--- src/rtl/square_root_engine.sv ---
// rtl/square_root_engine.sv - radix-4 restoring integer square root, one root bit per clock
module square_root_engine #(
  parameter int WIDTH = 16,
  parameter int HALF  = WIDTH / 2
) (
  input  logic              clock,
  input  logic              reset,
  input  logic              start,
  input  logic              mode,
  input  logic [WIDTH-1:0]  alpha,
  output logic              busy,
  output logic              done,
  output logic [HALF:0]     root,
  output logic [HALF:0]     remainder,
  output logic              exact
);

  generate
    if ((WIDTH % 2) != 0 || WIDTH < 4 || WIDTH > 32 || HALF != WIDTH / 2) begin : g_bad_width
      $error("square_root_engine: WIDTH must be even in 4..32 and HALF must equal WIDTH/2");
    end
  endgenerate

  localparam int CW = (HALF > 1) ? $clog2(HALF) : 1;

  typedef enum logic [1:0] {S_IDLE, S_RUN, S_FINISH} state_t;

  state_t           r_state;
  state_t           w_next;
  logic [WIDTH-1:0] r_alpha;
  logic             r_mode;
  logic [HALF-1:0]  r_wroot;
  logic [HALF+1:0]  r_wrem;
  logic [CW-1:0]    r_cnt;

  logic [WIDTH-1:0] w_shifted;
  logic [HALF+3:0]  w_t;
  logic [HALF+3:0]  w_d;
  logic [HALF+3:0]  w_diff;
  logic             w_ge;
  logic [HALF+1:0]  w_rem_nxt;
  logic [HALF-1:0]  w_root_nxt;
  logic             w_round_up;
  logic [HALF:0]    w_root_out;

  // Two extra guard bits on t/d keep the compare exact before truncating back.
  assign w_shifted  = r_alpha >> {r_cnt, 1'b0};
  assign w_t        = {r_wrem, w_shifted[1:0]};
  assign w_d        = {2'b00, r_wroot, 2'b01};
  assign w_diff     = w_t - w_d;
  assign w_ge       = (w_t >= w_d);
  assign w_rem_nxt  = w_ge ? w_diff[HALF+1:0] : w_t[HALF+1:0];
  assign w_root_nxt = {r_wroot[HALF-2:0], w_ge};
  assign w_round_up = r_mode & (r_wrem > {2'b00, r_wroot});
  assign w_root_out = {1'b0, r_wroot} + {{HALF{1'b0}}, w_round_up};

  always_ff @(posedge clock) begin
    if (!reset) r_state <= S_IDLE;
    else        r_state <= w_next;
  end

  always_comb begin
    w_next = r_state;
    case (r_state)
      S_IDLE:   if (start) w_next = S_RUN;
      S_RUN:    if (r_cnt == '0) w_next = S_FINISH;
      S_FINISH: w_next = S_IDLE;
      default:  w_next = S_IDLE;
    endcase
  end

  always_comb begin
    busy = (r_state != S_IDLE);
  end

  always_ff @(posedge clock) begin
    if (!reset) begin
      r_alpha   <= '0;
      r_mode    <= 1'b0;
      r_wroot   <= '0;
      r_wrem    <= '0;
      r_cnt     <= '0;
      root      <= '0;
      remainder <= '0;
      exact     <= 1'b0;
      done      <= 1'b0;
    end else begin
      done <= 1'b0;
      case (r_state)
        S_IDLE: begin
          if (start) begin
            r_alpha <= alpha;
            r_mode  <= mode;
            r_wroot <= '0;
            r_wrem  <= '0;
            r_cnt   <= CW'(HALF - 1);
          end
        end
        S_RUN: begin
          r_wrem  <= w_rem_nxt;
          r_wroot <= w_root_nxt;
          r_cnt   <= r_cnt - CW'(1);
        end
        S_FINISH: begin
          remainder <= r_wrem[HALF:0];
          exact     <= (r_wrem == '0);
          root      <= w_root_out;
          done      <= 1'b1;
        end
        default: ;
      endcase
    end
  end

endmodule
--- config.mk ---
export PLATFORM = sky130hd
export DESIGN_NAME = square_root_engine
export DESIGN_NICKNAME = d
export VERILOG_FILES = /design/src/rtl/square_root_engine.sv
export SDC_FILE = /design/constraint.sdc
export NUM_CORES = 1
export LEC_CHECK = 0
export ABC_AREA = 1
export CAP_MARGIN = 20
export CORE_MARGIN = 2
export CORE_UTILIZATION = 40
export CTS_CLUSTER_DIAMETER = 200
export DETAILED_ROUTE_END_ITERATION = 10
export PLACE_DENSITY = 0.59
export SETUP_SLACK_MARGIN = 0.1
export SYNTH_ARGS = -nofsm -noshare
export SYNTH_HDL_FRONTEND = slang
export SYNTH_SLANG_ARGS = --single-unit
--- constraint.sdc ---
create_clock -name clock -period 3.4 [get_ports clock]
set_clock_uncertainty 0.1 [all_clocks]
set_input_delay 0.68 -clock clock [delete_from_list [all_inputs] [get_ports clock]]
set_output_delay 0.68 -clock clock [all_outputs]
set_load 0.02 [all_outputs]
==> impl_metrics.json <==
{
  "netlist_area_um2": 3130,
  "gr-total-overflow": 0,
  "rsz0062_at_grt": "false",
  "dpl_cell_area_um2": 3590,
  "timing.fmax_ghz": 0.348,
  "cap_violations": 0,
  "core-area_um2": 7650,
  "setup_viol": 0,
  "crit_fanout": 7,
  "synth.ff_latch_count": 60,
  "gp_congestion": 0.876,
  "vdd_drop_max_mv": 0.497,
  "fin_nets": 485,
  "clockBufferDepth": 2,
  "post-route-cell-area_um2": 3800,
  "path_class": "flip-flop to flip-flop",
  "start_util": 0.409,
  "grt_antenna_before_repair": 0,
  "worst_hold_startpoint": "r_alpha[3]$_SDFFE_PN0P_",
  "port_buffers": 40,
  "start_kind": "flip-flop",
  "clkTransAtPathRegs_ns": 0.07,
  "drv_slew": 0,
  "grt_usage": 0.186,
  "fin_ws_ns": 0.525,
  "ys_types": 41,
  "hold_path_class": "flip-flop to flip-flop",
  "vias_per_cell": 4.84,
  "wl_um": 7380,
  "root_buffer": "clkbuf_8",
  "min_to": "r_alpha[3]$_SDFFE_PN0P_",
  "seq_power_share": 0.284,
  "drive_gt1_frac": 0.116,
  "detail-route-antenna-nets": 0,
  "die_h_um": 92.4,
  "drtIter0Drc": 137,
  "hpwl_um": 5420,
  "p_comb_frac": 0.517,
  "synth_edf_count": 0,
  "tns_ns": 0,
  "r2r_setup_slack_ns": 0.53,
  "insertion_delay_ns": 0.34,
  "vias": 2697,
  "async_reset_ff_frac": 0,
  "worst_ep_required_time_ns": 3.53,
  "drcViolationCount": 0,
  "die-area_um2": 8540,
  "reg2regPathDepth": 15,
  "intPower_w": 0.00171,
  "detail_route.wl_per_cell_um": 13.2,
  "p_sw_w": 0.00135,
  "post-place-ws_ns": 0.421,
  "row_count": 32,
  "grt_pass1_wl_um": 12600,
  "yosysWarningCount": 0,
  "syn2layout_area_growth_pct": 21.4,
  "tightest_slew_ns": 0.780,
  "switching_share": 0.442,
  "grt_start_max_net_pins": 35,
  "slew_headroom": 0.477,
  "hold_viol_final": 0,
  "clock_sinks": 60,
  "fin_crit_sh": 0.846,
  "synth_ff_type": "dfxtp_1",
  "min_path_cells": 2,
  "syn_nets": 446,
  "powerDensity_nw_per_um2": 807,
  "r2r-end": "root[6]$_SDFFE_PN0P_",
  "endpoint_kind": "flip-flop",
  "firstDrtPassIters": 5,
  "synth-seq-area-share": 0.384,
  "cts_tree": "done",
  "ios": 41,
  "netlist_instances": 411,
  "cts_max_level": 3,
  "numCtsBuffers": 9,
  "clkPwrFrac": 0.199,
  "worst_r2r_startpoint": "r_wroot[4]$_SDFFE_PN0P_",
  "cp.arrival_ns": 3.00,
  "p_leak_nw": 1.59,
  "period_needed_ns": 2.87,
  "diodes": 0,
  "chipWidth_um": 92.4,
  "avgSynthCellArea_um2": 7.61,
  "status": "finished, final reports clean",
  "grt_pass1_vias": 2589
}
## cells in the mapped netlist, drive strengths merged (3+ instances only)
cell,n,share of area
nor4,3,0.0060
a21oi,48,0.084
o32ai,8,0.022
nor3,4,0.010
clkinv,4,0.0048
ha,15,0.060
buf,7,0.019
nand2,58,0.085
dfxtp,60,0.38
nand3,21,0.047
clkbuf,9,0.011
xor2,8,0.022
nor2,56,0.070
inv,47,0.058
o21ai,50,0.085
## power groups by stage
stage | sequential [W] | combinational (W) | clock [W]
after floorplan | 0.000861 | 0.00126 | 0
after global placement | 0.000881 | 0.00156 | 0
after detailed placement | 0.000880 | 0.00156 | 0
after CTS | 0.000865 | 0.00157 | 0.000627
after global routing | 0.000879 | 0.00178 | 0.000661
final | 0.000868 | 0.00158 | 0.000610
## cells in the final DEF, fill, tap and decap left out, types with 8 or more instances in the layout
cell type         n
a21oi_1          42
clkbuf_8          9
clkdlybuf4s50_1  40
dfxtp_1          60
ha_1             14
inv_1            44
nand2_1          47
nand3_1          14
nor2_1           54
o21ai_0          37
o21ai_1          11
o32ai_1           8
xor2_1            8
## worst max-delay path, cell delays in order (launching register included)
cell and delay (ns):
dfxtp_1 0.32, clkinv_1 0.23, ha_4 0.38, nand2_1 0.06, nor2_1 0.16, nand2_2 0.13
nor2_1 0.11, o221ai_1 0.14, inv_1 0.08, ha_1 0.15, ha_1 0.18, nand3_1 0.16
nor4_2 0.23, o21ai_0 0.14, o211ai_1 0.13, inv_1 0.06
## flip-flops by register name, indices dropped and copies added, names as in the netlist
name	cells
remainder	9
r_alpha	16
exact	1
r_cnt	3
r_state	2
root	9
r_wroot	8
done	1
r_wrem	10
r_mode	1
## worst max-delay path by stage
stage | from | endpoint | depth (start not counted)
after floorplan | r_wroot[4]$_SDFFE_PN0P_ | root[6]$_SDFFE_PN0P_ | 15
after global placement | r_wroot[4]$_SDFFE_PN0P_ | root[6]$_SDFFE_PN0P_ | 15
after detailed placement | r_wroot[4]$_SDFFE_PN0P_ | root[6]$_SDFFE_PN0P_ | 15
after CTS | r_wroot[4]$_SDFFE_PN0P_ | root[6]$_SDFFE_PN0P_ | 15
after global routing | r_wroot[4]$_SDFFE_PN0P_ | root[6]$_SDFFE_PN0P_ | 15
final | r_wroot[4]$_SDFFE_PN0P_ | root[6]$_SDFFE_PN0P_ | 15
## area by class of cell
| cell class | count | area (µm²) |
|---|---|---|
| clock buffers | 11 | 131 |
| clock inverters | 5 | 52.6 |
| fillers | 749 | 3850 |
| inverters | 51 | 196 |
| multi-input cells | 284 | 1660 |
| flip-flops and latches | 60 | 1200 |
| well taps | 102 | 128 |
| repair buffers | 44 | 430 |
## logic make-up (layout without fill, tap and decap cells)
family,Yosys count,in the layout,share of synthesized area
xor+xnor,10,10,0.0280
compound gates,114,114,0.210
buf+inv,67,111,0.0924
flops,60,60,0.384
fa+ha+maj,15,15,0.0600
simple gates,145,145,0.225
## what timing repair did
| action | CTS | global route |
|---|---|---|
| endpoints found under the setup margin | 0 | 2 |
| hold buffers | 0 | 0 |
| setup buffers | 0 | 0 |
| gates resized for setup | 0 | 2 |
## per-stage QoR
step | std cells | util | total power, W | hold slack, ns
after floorplan | 411 | - | 0.00212 | 0.329
after global placement | 541 | 0.470 | 0.00244 | 0.350
after detailed placement | 541 | 0.470 | 0.00244 | 0.352
after CTS | 557 | 0.494 | 0.00307 | 0.363
after global routing | 557 | 0.496 | 0.00332 | 0.398
final | 557 | 0.496 | 0.00306 | 0.358
## metal layers
| layer | vias up | part of all wire | track usage |
|---|---|---|---|
| li1 | 1442 | - | - |
| met1 | 1196 | 0.54 | 0.270 |
| met2 | 53 | 0.41 | 0.267 |
| met3 | 6 | 0.045 | 0.0350 |
| met4 | 0 | 0.012 | 0.0759 |
| met5 | - | 0 | 0 |
Note: power is estimated with default switching activity, not from simulation.
